==> src/rtl/mux_scan_controller_pkg.sv <==
// Shared definitions for the mux scan sequencer: FSM states, last channel, default dwell.
package mux_scan_controller_pkg;

    typedef enum logic {
        ST_IDLE = 1'b0,
        ST_SCAN = 1'b1
    } scan_state_t;

    localparam logic [1:0]  CH_LAST       = 2'd3;
    localparam int unsigned DWELL_DEFAULT = 4;

endpackage

==> src/rtl/mux_scan_controller_dwell_timer.sv <==
// Dwell timer: counts clock cycles while run is high and ticks on the last cycle of each dwell.
module dwell_timer #(
    parameter int unsigned DWELL = 4,
    parameter int unsigned CNT_W = 8
) (
    input  logic clk,
    input  logic rst_n,
    input  logic run,
    output logic tick
);

    logic [CNT_W-1:0] count;

    assign tick = run && (count == CNT_W'(DWELL - 1));

    // Free-run while enabled; restart on each tick or whenever the scan is not running.
    always_ff @(posedge clk or negedge rst_n) begin
        if (!rst_n) begin
            count <= '0;
        end else if (!run || tick) begin
            count <= '0;
        end else begin
            count <= count + CNT_W'(1);
        end
    end

endmodule

==> src/rtl/mux_scan_controller.sv <==
// Mux scan sequencer: steps the 4-to-1 mux select through channels 0..3, samples Y at the
// end of each dwell and publishes the assembled 4-bit word with a one-cycle valid pulse.
module mux_scan_controller
    import mux_scan_controller_pkg::*;
#(
    parameter int unsigned DWELL = DWELL_DEFAULT,
    parameter int unsigned CNT_W = 8
) (
    input  logic       clk,
    input  logic       rst_n,
    input  logic       start,
    input  logic       cont,
    input  logic       y_in,
    output logic       sel_a,
    output logic       sel_b,
    output logic [3:0] word_out,
    output logic       valid,
    output logic       busy
);

    scan_state_t state, state_nxt;
    logic [1:0]  ch, ch_nxt;
    logic [3:0]  partial, partial_nxt;
    logic [3:0]  word_nxt;
    logic        valid_nxt;
    logic        tick;

    dwell_timer #(
        .DWELL (DWELL),
        .CNT_W (CNT_W)
    ) u_dwell_timer (
        .clk   (clk),
        .rst_n (rst_n),
        .run   (state == ST_SCAN),
        .tick  (tick)
    );

    // Select lines and busy come straight from registers; channel is forced to 0 outside a scan.
    assign sel_a = ch[1];
    assign sel_b = ch[0];
    assign busy  = (state == ST_SCAN);

    // Next-state, channel stepping and capture of the sampled mux output.
    always_comb begin
        state_nxt   = state;
        ch_nxt      = ch;
        partial_nxt = partial;
        word_nxt    = word_out;
        valid_nxt   = 1'b0;
        unique case (state)
            ST_IDLE: begin
                if (start) begin
                    state_nxt   = ST_SCAN;
                    ch_nxt      = '0;
                    partial_nxt = '0;
                end
            end
            ST_SCAN: begin
                if (tick) begin
                    partial_nxt[ch] = y_in;
                    if (ch == CH_LAST) begin
                        // Last bit is folded in directly so the word is complete on this edge.
                        word_nxt  = {y_in, partial[2:0]};
                        valid_nxt = 1'b1;
                        ch_nxt    = '0;
                        if (!cont) begin
                            state_nxt = ST_IDLE;
                        end
                    end else begin
                        ch_nxt = ch + 2'd1;
                    end
                end
            end
            default: begin
                state_nxt = ST_IDLE;
                ch_nxt    = '0;
            end
        endcase
    end

    // State, channel, capture and output registers.
    always_ff @(posedge clk or negedge rst_n) begin
        if (!rst_n) begin
            state    <= ST_IDLE;
            ch       <= '0;
            partial  <= '0;
            word_out <= '0;
            valid    <= 1'b0;
        end else begin
            state    <= state_nxt;
            ch       <= ch_nxt;
            partial  <= partial_nxt;
            word_out <= word_nxt;
            valid    <= valid_nxt;
        end
    end

endmodule

==> config.mk <==
export PLATFORM = sky130hd
export DESIGN_NAME = mux_scan_controller
export DESIGN_NICKNAME = d
export VERILOG_FILES = /design/src/rtl/mux_scan_controller_pkg.sv /design/src/rtl/mux_scan_controller_dwell_timer.sv /design/src/rtl/mux_scan_controller.sv
export SDC_FILE = /design/constraint.sdc
export NUM_CORES = 1
export LEC_CHECK = 0
export ABC_AREA = 1
export CAP_MARGIN = 20
export CORE_MARGIN = 1.5
export CORE_UTILIZATION = 35
export CTS_CLUSTER_DIAMETER = 50
export CTS_CLUSTER_SIZE = 20
export DETAILED_ROUTE_END_ITERATION = 8
export PLACE_DENSITY = 0.55
export SYNTH_ARGS = -nofsm -noshare
export SYNTH_HDL_FRONTEND = slang
export SYNTH_SLANG_ARGS = --single-unit
==> constraint.sdc <==
create_clock -name clk -period 1.5 [get_ports clk]
set_input_delay 0.45 -clock clk [delete_from_list [all_inputs] [get_ports clk]]
set_output_delay 0.45 -clock clk [all_outputs]
set_load 0.005 [all_outputs]
==> metrics.md, run 1 <==
| Metric | Value |
|---|---|
| Non-filler cells, final | 166 |
| Logic gate share of total power | 45.9% |
| Cell row count | 18 |
| Grt ovf | 0 |
| Max Clk Rate | 700 MHz |
| Cts hold-fix bufs | 0 |
| Worst Clk Skew | about 0.015 ns |
| Ant diodes | 0 |
| Core ar. | 2540 um^2 |
| I/O Buffers | 12 |
| Clk sinks | 19 |
| Top Family by Delay on Critical Path | flip-flops |
| Clock latency on the worst-skew pair | 0.31 ns |
| Final worst-path cycle share | between 90% and 100% |
| Final Setup Violations | 0 |
| Reg2reg start | ch[0] |
| Reg power frac | 40.1% |
| Number of max-cap violations | 0 |
| Most frequent cells in the layout | 27 x nand2_1, 19 x dfrtp_1, 15 x inv_1, 9 x nor2_1, 8 x dlygate4sd2_1 |
| Yosys reg bits | 19 |
| CTS max path bufs | 2 |
| Post-Synthesis Cells | 114 |
| Crit path time final | 1.43 ns |
| Global placement routability congestion | 0.746 |
| WL final | between 1500 and 2000 um |
| Violation count after the first detailed-routing iteration | 9 |
| Slew @ Worst Pin | roughly 0.25 ns |
| Syn Area/Cell | 8.54 um^2 |
| Clock power frac | between 10 and 15% |
| Initial DRT Pass Iterations | 2 |
| Met3 wire len | 46 um |
| Remaining DRCs | 0 |
| Initial antenna violation count | 0 |
| Reg area | 475 um^2 |
| Outcome | complete, no violations |
| Post-Syn Area | just under 1000 um^2 |
| Post-Place Cells | 160 |
| P&R area growth vs syn | 22.9% |
| VDD IR-drop max | 0.000809 V |
| Chip height | approximately 56 um |
| CP arrival | 0.98 ns |
| Worst Setup Path Type | reg2out |
| Final hold violations | 0 |
| Worst EP required | 1.05 ns |
| Highest Signal Layer | met4 |
| TritonCTS Buffers | 3 |
| Cell Chain, Critical Path | dlygate4sd2_1 |
| CTS root buffer | clkbuf_4 |
| Die W | between 50 and 60 um |
| Critical Path Slowest Stage Cell | dfrtp_1 |
| Internal Power | 1.12 mW |
| Slew Limit Fails | 0 |
| H-tree depth | 1 |
| Synth cell types | 19 |
| Die ar. | 3110 um^2 |
| Multi-input logic area | 433 um^2 |
| ANT nets after route | 0 |
| Hold Path Class | in2async |
| I/O Pins | 13 |
| RSZ-0062 raised after global routing | false |
| Most common library cell in the layout ignoring fill and taps | nand2_1 |
| Final worst setup slack | 0.0705 ns |
| Critical Path Source Type | flip-flop |
| Switching Fraction | 40.9% |
| Vias per inst | 4.60 |
| Post-DP HPWL | ~1300 um |
| Final core utilization | about 47% |
| Pwr dens | 1590 nW/um^2 |
| CP max FO | 2 |
| GRT Total Usage | 13.4% |
| Routed wl met2 | 807 um |
| Post-route cell area | 1200 um^2 |
| Vias | 763 |
| Psw | 0.777 mW |
| CP Capture Type | output port |
| Share of layout cells above drive strength 1 | 18.4% |
| Routed len/inst | 10.6 um |
| Fillers | ~270 |
| Tightest slew margin relative to the limit | 83.2% |
| DRT met1 WL | between 800 and 900 um |
| Nets | 147 |
| Static Leakage | 0.606 nW |
| Setup TNS | 0 ns |
| CP max stage delay | 0.41 ns |
| CTS tree | built |
| Dpl cell area | 1160 um^2 |
| Synth warnings | 0 |
| Starting Density | 38.2% |
| Dpl ws | 0.0380 ns |
| Post-synthesis sequential area ratio | 48.8% |
| Launch point of the worst path | busy |
| Largest net degree at the start of global routing | 20 |
| Vias in the first global route | ~780 |
| CP Buf/Inv Count | 1 |
| Clock-pin slew on the worst setup and hold paths | 0.12 ns |
| First-pass GRT wire length | 3340 um |
| Synthesized net count | 124 |
==> metal layers <==
metal / up-vias / GRT usage (%)
met1: 350 / 17.2
met4: 0 / 6.27
met2: 10 / 22.1
li1: 399 / -
met3: 4 / 2.09
met5: - / 0
==> logic make-up (layout without fill, tap and decap cells) <==
| group | Yosys count | after routing | synth area share, % |
|---|---|---|---|
| adders and majority gates | 5 | 5 | 6.43 |
| buffers and inverters | 18 | 40 | 6.94 |
| DFF | 19 | 19 | 48.8 |
| xor gates and xnor gates | 2 | 2 | 1.80 |
| and+or+nand+nor | 60 | 60 | 30.7 |
| AOI/OAI and AO/OA | 10 | 10 | 5.27 |
==> power groups by stage <==
stage	Sequential, mW	Clock, mW	Combinational [mW]
after CTS	0.762	0.282	0.884
after detailed placement	0.783	0	0.885
after global placement	0.777	0	0.870
after floorplan	0.799	0	0.542
after global routing	0.785	0.298	1.02
final	0.763	0.265	0.874
==> cells in the mapped netlist <==
library cell	instances	area, um^2
nand3_1	6	30.0
nand3_4	1	17.5
o21ai_0	8	40.0
a21oi_1	1	5.00
dfrtp_1	19	475
or2_2	1	6.26
nand2_2	4	25.0
xor2_1	2	17.5
inv_1	15	56.3
nor2_1	9	33.8
nor3_1	7	35.0
nor2_2	1	6.26
nor3_2	1	10.0
inv_2	3	11.3
o22ai_1	1	6.26
nand2_1	27	101
nor2_4	2	22.5
ha_1	5	62.6
nand2_4	1	11.3
==> through the flow <==
| step | hold slack (ns) | power (mW) |
|---|---|---|
| floorplan | 0.154 | 1.34 |
| global placement | 0.447 | 1.65 |
| detailed placement | 0.453 | 1.67 |
| CTS | 0.468 | 1.93 |
| global route | 0.484 | 2.11 |
| finish | 0.460 | 1.90 |
==> flip-flops by register name, indices dropped and copies added, names as in the netlist <==
signal,count
busy,1
ch,2
partial,3
u_dwell_timer.count,8
valid,1
word_out,4
==> what timing repair did <==
| action | CTS | global route |
|---|---|---|
| gates resized for setup | 8 | 2 |
| setup endpoints to repair | 8 | 2 |
| setup buffers | 2 | 0 |
==> cell type report <==
type | count | share of cell area, %
multi-input cells | 77 | 36.2
repair buffers | 18 | 13.0
clock buffers | 3 | 1.88
flip-flops and latches | 19 | 39.7
clock inverters | 1 | 0.418
inverters | 18 | 5.65
well taps | 30 | 3.14
==> final timing paths <==
| path | end | slack (ns) | cells after the start |
|---|---|---|---|
| max | busy | 0.07 | 1 |
| min | busy | 0.46 | 2 |
| max reg2reg | busy | 0.17 | 7 |
| min reg2reg | u_dwell_timer.count[0] | 0.47 | 1 |
| max in group asynchronous | u_dwell_timer.count[4] | 0.82 | 2 |
| min in group clk | u_dwell_timer.count[0] | 0.47 | 1 |
Note: power is estimated with default switching activity, not from simulation.
==> inputs of run 2 (changes only) <==
--- a/config.mk
+++ b/config.mk
@@ -6,6 +6,7 @@
 export NUM_CORES = 1
 export LEC_CHECK = 0
 export ABC_AREA = 1
+export ABC_CLOCK_PERIOD_IN_PS = 1500
 export CAP_MARGIN = 20
 export CORE_MARGIN = 1.5
 export CORE_UTILIZATION = 35
==> results of run 2 <==
No change in the layout: final DEF, timing and power equal those of run 1.
==> inputs of run 3 (changes only) <==
--- a/config.mk
+++ b/config.mk
@@ -14,6 +14,7 @@
 export CTS_CLUSTER_SIZE = 20
 export DETAILED_ROUTE_END_ITERATION = 8
 export PLACE_DENSITY = 0.55
+export SLEW_MARGIN = 20
 export SYNTH_ARGS = -nofsm -noshare
 export SYNTH_HDL_FRONTEND = slang
 export SYNTH_SLANG_ARGS = --single-unit
==> results of run 3 <==
No change in the layout: final DEF, timing and power equal those of run 1.
